===== config.mk =====
export PLATFORM = sky130hd
export DESIGN_NAME = packetizer
export DESIGN_NICKNAME = d
export VERILOG_FILES = /design/src/rtl/packetizer.sv
export SDC_FILE = /design/constraint.sdc
export NUM_CORES = 1
export LEC_CHECK = 0
export CAP_MARGIN = 40
export CELL_PAD_IN_SITES_DETAIL_PLACEMENT = 1
export CELL_PAD_IN_SITES_GLOBAL_PLACEMENT = 2
export CORE_ASPECT_RATIO = 0.7
export CORE_MARGIN = 3
export CORE_UTILIZATION = 45
export DETAILED_ROUTE_END_ITERATION = 8
export GPL_TIMING_DRIVEN = 0
export PLACE_DENSITY_LB_ADDON = 0.1
export SYNTH_ARGS = -nofsm -noshare
export SYNTH_HDL_FRONTEND = slang
export SYNTH_SLANG_ARGS = --single-unit

===== constraint.sdc =====
create_clock -name clk -period 3 [get_ports clk]
set_input_delay 0.3 -clock clk [delete_from_list [all_inputs] [get_ports clk]]
set_output_delay 0.3 -clock clk [all_outputs]
set_load 0.01 [all_outputs]

===== src/rtl/packetizer.sv =====
// Buffers one packet of 16-bit words, then emits a 48-bit header flit and one body flit per word.
// Optional build macro PACKETIZER_CRC_EN places an XOR checksum of the words in the header chk field.
module packetizer #(
  parameter int DEPTH = 16
) (
  input  logic        clk,
  input  logic        reset,
  input  logic [15:0] data_in,
  input  logic        data_valid,
  input  logic        data_last,
  input  logic [15:0] dest,
  output logic        data_ready,
  output logic [47:0] flitout,
  output logic        flit_valid,
  input  logic        flit_ready,
  output logic        pkt_sent
);

  localparam int AW = $clog2(DEPTH);

  typedef enum logic [1:0] {
    FILL = 2'd0,
    HEAD = 2'd1,
    BODY = 2'd2
  } state_t;

  state_t      state_q, state_d;
  logic [AW:0] cnt_q, cnt_d;
  logic [AW-1:0] rd_q, rd_d;
  logic [15:0] dest_q, dest_d;
  logic [47:0] flitout_q, flitout_d;
  logic        flit_valid_q, flit_valid_d;
  logic        pkt_sent_q, pkt_sent_d;
  logic [15:0] chk_s;
  logic        word_acc_s, flit_acc_s, last_rd_s;
  logic [15:0] mem_q [DEPTH];
`ifdef PACKETIZER_CRC_EN
  logic [15:0] crc_q, crc_d;
`endif

  assign data_ready = (state_q == FILL);
  assign word_acc_s = data_ready & data_valid;
  assign flit_acc_s = flit_valid_q & flit_ready;
  assign last_rd_s  = ({1'b0, rd_q} == (cnt_q - (AW+1)'(1)));

  assign flitout    = flitout_q;
  assign flit_valid = flit_valid_q;
  assign pkt_sent   = pkt_sent_q;

  // Next-state, buffer bookkeeping and the next flit to present
  always_comb begin
    state_d      = state_q;
    cnt_d        = cnt_q;
    rd_d         = rd_q;
    dest_d       = dest_q;
    flitout_d    = flitout_q;
    flit_valid_d = flit_valid_q;
    pkt_sent_d   = 1'b0;
    chk_s        = 16'h0000;
`ifdef PACKETIZER_CRC_EN
    crc_d        = crc_q;
`endif
    case (state_q)
      FILL: begin
        if (word_acc_s) begin
          cnt_d  = cnt_q + (AW+1)'(1);
          dest_d = (cnt_q == {(AW+1){1'b0}}) ? dest : dest_q;
`ifdef PACKETIZER_CRC_EN
          crc_d  = crc_q ^ data_in;
          chk_s  = crc_d;
`endif
          // A full buffer closes the packet even without data_last
          if (data_last || (cnt_d == (AW+1)'(DEPTH))) begin
            state_d      = HEAD;
            flit_valid_d = 1'b1;
            flitout_d    = {dest_d, 16'(cnt_d), chk_s};
          end else begin
            state_d = FILL;
          end
        end else begin
          cnt_d = cnt_q;
        end
      end
      HEAD: begin
        if (flit_acc_s) begin
          state_d   = BODY;
          rd_d      = {AW{1'b0}};
          flitout_d = {16'h0000, mem_q[0],
                       (cnt_q == (AW+1)'(1)) ? 16'hFFFF : 16'h0000};
        end else begin
          state_d = HEAD;
        end
      end
      BODY: begin
        if (flit_acc_s) begin
          if (last_rd_s) begin
            state_d      = FILL;
            cnt_d        = {(AW+1){1'b0}};
            rd_d         = {AW{1'b0}};
            flit_valid_d = 1'b0;
            flitout_d    = 48'h0;
            pkt_sent_d   = 1'b1;
`ifdef PACKETIZER_CRC_EN
            crc_d        = 16'h0000;
`endif
          end else begin
            rd_d      = rd_q + AW'(1);
            flitout_d = {16'(rd_d), mem_q[rd_d],
                         ({1'b0, rd_d} == (cnt_q - (AW+1)'(1))) ? 16'hFFFF : 16'h0000};
          end
        end else begin
          state_d = BODY;
        end
      end
      default: begin
        state_d = FILL;
      end
    endcase
  end

  // Control and output registers
  always_ff @(posedge clk or negedge reset) begin
    if (!reset) begin
      state_q      <= FILL;
      cnt_q        <= {(AW+1){1'b0}};
      rd_q         <= {AW{1'b0}};
      dest_q       <= 16'h0000;
      flitout_q    <= 48'h0;
      flit_valid_q <= 1'b0;
      pkt_sent_q   <= 1'b0;
`ifdef PACKETIZER_CRC_EN
      crc_q        <= 16'h0000;
`endif
    end else begin
      state_q      <= state_d;
      cnt_q        <= cnt_d;
      rd_q         <= rd_d;
      dest_q       <= dest_d;
      flitout_q    <= flitout_d;
      flit_valid_q <= flit_valid_d;
      pkt_sent_q   <= pkt_sent_d;
`ifdef PACKETIZER_CRC_EN
      crc_q        <= crc_d;
`endif
    end
  end

  // Word buffer; contents are don't-care until written in FILL
  always_ff @(posedge clk) begin
    if (word_acc_s) begin
      mem_q[cnt_q[AW-1:0]] <= data_in;
    end
  end

endmodule


# Yosys cells after proc, flatten, opt, wreduce, memory -nomap -nowiden
# Memories as Yosys holds them, arrays and structs flattened.
# Cells that the tools add are included.
# W data, S select, Z words.
[op_classes]
reduce_logical = 12
n_eq_ne = 12
n_addsub = 3
bitwise_logic = 2
muxes = 33
[op_table]
columns = ["operator", "count"]
rows = [
  ["$mux W48", 4],
  ["$pmux W48 S3", 1],
  ["$mux W16", 3],
  ["$mux W36", 1],
  ["$mux W5", 3],
  ["$mux W4", 3],
  ["$eq A4 B5 Y1", 2],
  ["$mux W1", 10],
  ["$pmux W5 S2", 1],
  ["$reduce_and A5 Y1", 2],
  ["$mux W2", 4],
  ["$pmux W4 S2", 1],
  ["$ne A2 B2 Y1 const B", 3],
  ["$pmux W2 S3", 1],
  ["$add A5 B1 Y5 const B", 1],
  ["$eq A5 B1 Y1 const B", 1],
  ["$eq A5 B5 Y1 const B", 1],
  ["$logic_not A5 Y1", 1],
  ["$sub A5 B1 Y5 const B", 1],
  ["$add A4 B1 Y4 const B", 1],
  ["$ne A2 B1 Y1 const B", 2],
  ["$reduce_and A2 Y1", 2],
  ["$reduce_and A4 Y1", 1],
  ["$reduce_bool A2 Y1", 2],
  ["other kinds (9)", 10],
]
[word_totals]
regBits = 77
n_memories = 1
output_inout_bits = 51
mem_bits_rw = 256
elab_cells = 70
inputBits = 37
[memory_table]
columns = ["name", "depth", "word_bits", "rd", "rd_ports_with_merged_regs", "write_ports", "line", "rtl"]
rows = [
  ["mem_q", 16, 16, 2, 0, 1, "36", "logic [15:0] mem_q [DEPTH];"],
]

# Logic depth before layout (Yosys ltp)
[logic_depth]
depth_word = 6
ltp_mapped = 10
ltp_nobuf = 8

# Worst setup path before layout
# OpenSTA, ideal clock, no wires.
[synth_timing]
kind = "flip-flop to flip-flop"
start = "reg state_q[0]"
end = "mem mem_q[10][0] (enable)"
arrival_time_ns = 1.856
synth_period_minus_slack_ns = 2.245
n_path_buf = 1
t_required_ns = 2.612
slack_ns = 0.755
path_stages_with_launch = 6
setup_time_ns = 0.388
cell_sequence = "dfrtp_1 -> inv_1 -> ha_1 -> clkbuf_1 -> nand3_1 -> nor2_1"
[synth_via]
elab_chain_cells = 4
[synth_lines]
columns = ["element", "line", "rtl"]
rows = [
  ["start: declaration", "27", "state_t state_q, state_d;"],
  ["start signal: assignment", "135", "state_q <= state_d;"],
  ["$logic_not A2 Y1", "41", "assign data_ready = (state_q == FILL);"],
  ["net data_ready", "12", "output logic data_ready,"],
  ["$and A1 B1 Y1", "42", "assign word_acc_s = data_ready & data_valid;"],
  ["$mux W1", "150", "if (word_acc_s) begin"],
  ["$mux W1 (implied by the code)", "151", "mem_q[cnt_q[AW-1:0]] <= data_in;"],
  ["end: declaration", "36", ""],
]
# The timed path passes the listed nets, and every way through them passes these cells.

# Final worst setup path
[layout_timing]
start = "reg state_q[0]"
end = "mem mem_q[11][7] (enable)"
[layout_via]
elab_chain_cells = 4
[layout_lines]
columns = ["element", "line"]
rows = [
  ["$logic_not A2 Y1", "41"],
  ["$and A1 B1 Y1", "42"],
  ["$mux W1", "150"],
  ["$mux W1 (implied by the code)", "151"],
]
# No other way between the ends.

==> reports/metrics.cfg <==
[status]
status=finished, final reports clean

[yosys]
async_reset_ff_frac=0.195
ys_ff_latch=318
synthMuxAreaShare=0.145
yosysUniqueCellTypes=51
synth_nets=800
synth_area_leader_cell=edfxtp_1
synth_top_flop_cell=edfxtp_1
synth_compound_area_frac=0.0626
netlist_area_sq_um=13200
yosysMostFrequentCell=edfxtp_1
synth-seq-area-share=0.698
syn_inst=752
synth.avg_cell_area_sq_um=17.6
ys.warnings.count=0
ys_top_cells_by_area=edfxtp_1 (58%), dfrtp_1 (12%), mux4_2 (11%), mux2i_1 (2.4%), a22o_1 (2.2%)
synth-simple-area-share=0.0392
synth_enable_flop_cells=256
synth_top_family_by_area=multiplexers
synthAdderAreaFrac=0.0104
synthXorXnorAreaFrac=0.0110
synthDominantCellAreaShare=0.580
synthTopCellsByCount=edfxtp_1 (256), mux4_2 (64), dfrtp_1 (62)

[critical_path]
worstSetupStartpointType=register
critPathBufInv=3
arrival_ps=2990
cp_top_family=simple AND/OR/NAND/NOR gates
criticalPathCategory=register to register
cpPeakStageDelay_ps=770
critical_path.cell_chain=inv_1, ha_1, clkbuf_1, nand3_1, nor2_2, buf_8
crit_fanout=10
slowest_stage=nor2_2
cp.required_ps=3270
cp-end-kind=register

[flow_run]
drv_cap=0

[drt]
wire_per_inst_um=25.6
dr.pass1.iters=5
via_per_inst=5.77
drt_iter0_drc=636
postRouteWirelength_um=32700
dr_total_vias=7365
ant_nets=0
drc=0

[clock_network]
clock_latency_ps=560
root_buffer=clkbuf_16
htreeDepth=1
cts_sinks=318
clk_pin_slew_ps=60
cts_inserted_buffers=30
cts_resized=0
cts_tree=built
cts_hold_buffers=1
post_cts_buffers=0
cts_buffer_depth=3

[global_routing]
grt_pass1_wl_um=49900
antenna_found_initial=0
first_global_vias=8063
grt.overflow.total=0
grt_max_degree=63
grtUsageTotal=0.212

[timing]
post-route-period-util=0.906
layout_setup_ws_ps=283
hold_slack_ps=275
fin_tns_setup_ps=0
rsz0062_at_grt=false
setup_violations=0
drv_slew=0
tightest_slew_ps=845
hold_viol=0
fmax_mhz=368
maxSlewHeadroom=0.436
post-route-min-period_ps=2720
clock_skew_ps=11.1

[pwr]
power_frac_seq=0.374
swShare=0.329
p_leak_nw=5.42
power.clock.fraction=0.236
power_switching_mw=4.96
comb_power_share=0.390
pwr_density_cell_nw_per_um2=956
p_int_mw=10.1
ir_drop_uv=434

[placement]
place_inst=1225
routabilityCongestion=0.808
pre_cts_ws_ps=295
hpwl_um=23100
io_buffers=86

[finish]
diodes=0
area_delta_synth_final_pct=19.0
final_nets=935
layout-drive-gt1-share=0.223
finalNonFillerCells=1277

[floorplanning]
design.core.area_sq_um=28400
die-area_sq_um=31600
num_rows=51
dieWidth_um=211
die_y_um=150
start_util=0.466
ios=88

[worst_hold_path]
hold_class=input pin to register

==> power by group through the flow <==
stage,Combinational (mW),Sequential (mW),Clock [mW]
finish,5.87,5.63,3.56
global route,6.35,5.69,3.85
CTS,5.96,5.64,3.65
detailed placement,5.91,5.72,0
global placement,5.67,5.69,0
floorplan,3.88,5.70,0
==> sequential cells by signal (all words and copies together), names as in the netlist <==
register / cells
mem_q: 256
flitout: 33
dest_q: 16
cnt_q: 5
rd_q: 4
state_q: 2
flit_valid: 1
pkt_sent: 1
==> final timing paths <==
| check | from | to | slack [ps] | cells after the start |
|---|---|---|---|---|
| max in group asynchronous | reset | dest_q[12] | 2080 | 2 |
| min in group asynchronous | reset | state_q[0] | 370 | 2 |
| setup reg to reg | state_q[0] | mem_q[11][7] | 280 | 6 |
| hold / removal | data_valid | cnt_q[0] | 270 | 3 |
| hold reg to reg | dest_q[5] | dest_q[5] | 490 | 1 |
| setup / recovery | state_q[0] | mem_q[11][7] | 280 | 6 |
==> worst register-to-register path, delay by kind of cell, from the launching register on <==
family                     cells  cell delay (ps)
and+or+nand+nor                2             1140
buffers and inverters          3              690
adders and majority gates      1              170
DFF                            1              420
==> cell families after synthesis <==
logic type | Yosys count
flip-flops | 318
multiplexers | 110
adder cells (fa/ha/maj) | 11
XOR/XNOR | 15
AO/OA/AOI/OAI | 119
AND/OR/NAND/NOR | 111
buffers and inverters | 68
==> metrics by stage <==
stage / cell area [sq um] / util / power [mW]
final: 15800 / 0.555 / 15.1
after global routing: 15800 / 0.555 / 15.9
after CTS: 15800 / 0.555 / 15.2
after detailed placement: 14800 / 0.523 / 11.6
after global placement: 14600 / 0.513 / 11.4
after floorplan: 13200 / - / 9.58
==> cell usage in the layout, fill, tap and decap left out, drive strengths merged, types with 2 or more instances in the layout <==
master	synthesis	routed
a21oi	7	7
a22o	34	34
a31oi	16	16
a41oi	5	5
and2	3	3
buf	52	69
clkbuf	9	56
clkdlybuf4s50	0	85
clkinv	0	3
dfrtp	62	62
edfxtp	256	256
ha	11	11
inv	7	7
mux2	14	14
mux2i	32	32
mux4	64	64
nand2	51	51
nand2b	5	5
nand3	9	9
nor2	28	28
nor3	2	2
nor3b	2	2
o211a	2	2
o21ai	38	38
o31ai	12	12
or2	3	3
xnor2	7	7
xor2	7	7
==> layout make-up <==
type	instances	area, sq um
fillers	2568	12600
flip-flops and latches	318	9240
multi-input cells	366	3590
repair buffers	103	1100
clock buffers	47	853
well taps	371	464
plain buffers	61	427
clock inverters	4	53.8
inverters	7	26.3
==> layer usage <==
metal / routed length (um) / up-vias / GRT usage
li1: - / 3232 / -
met1: 15400 / 3921 / 0.317
met4: 534 / 0 / 0.0405
met2: 15300 / 174 / 0.337
met5: 0 / - / 0
met3: 1500 / 38 / 0.0293
(Power assumes the default switching activity.)
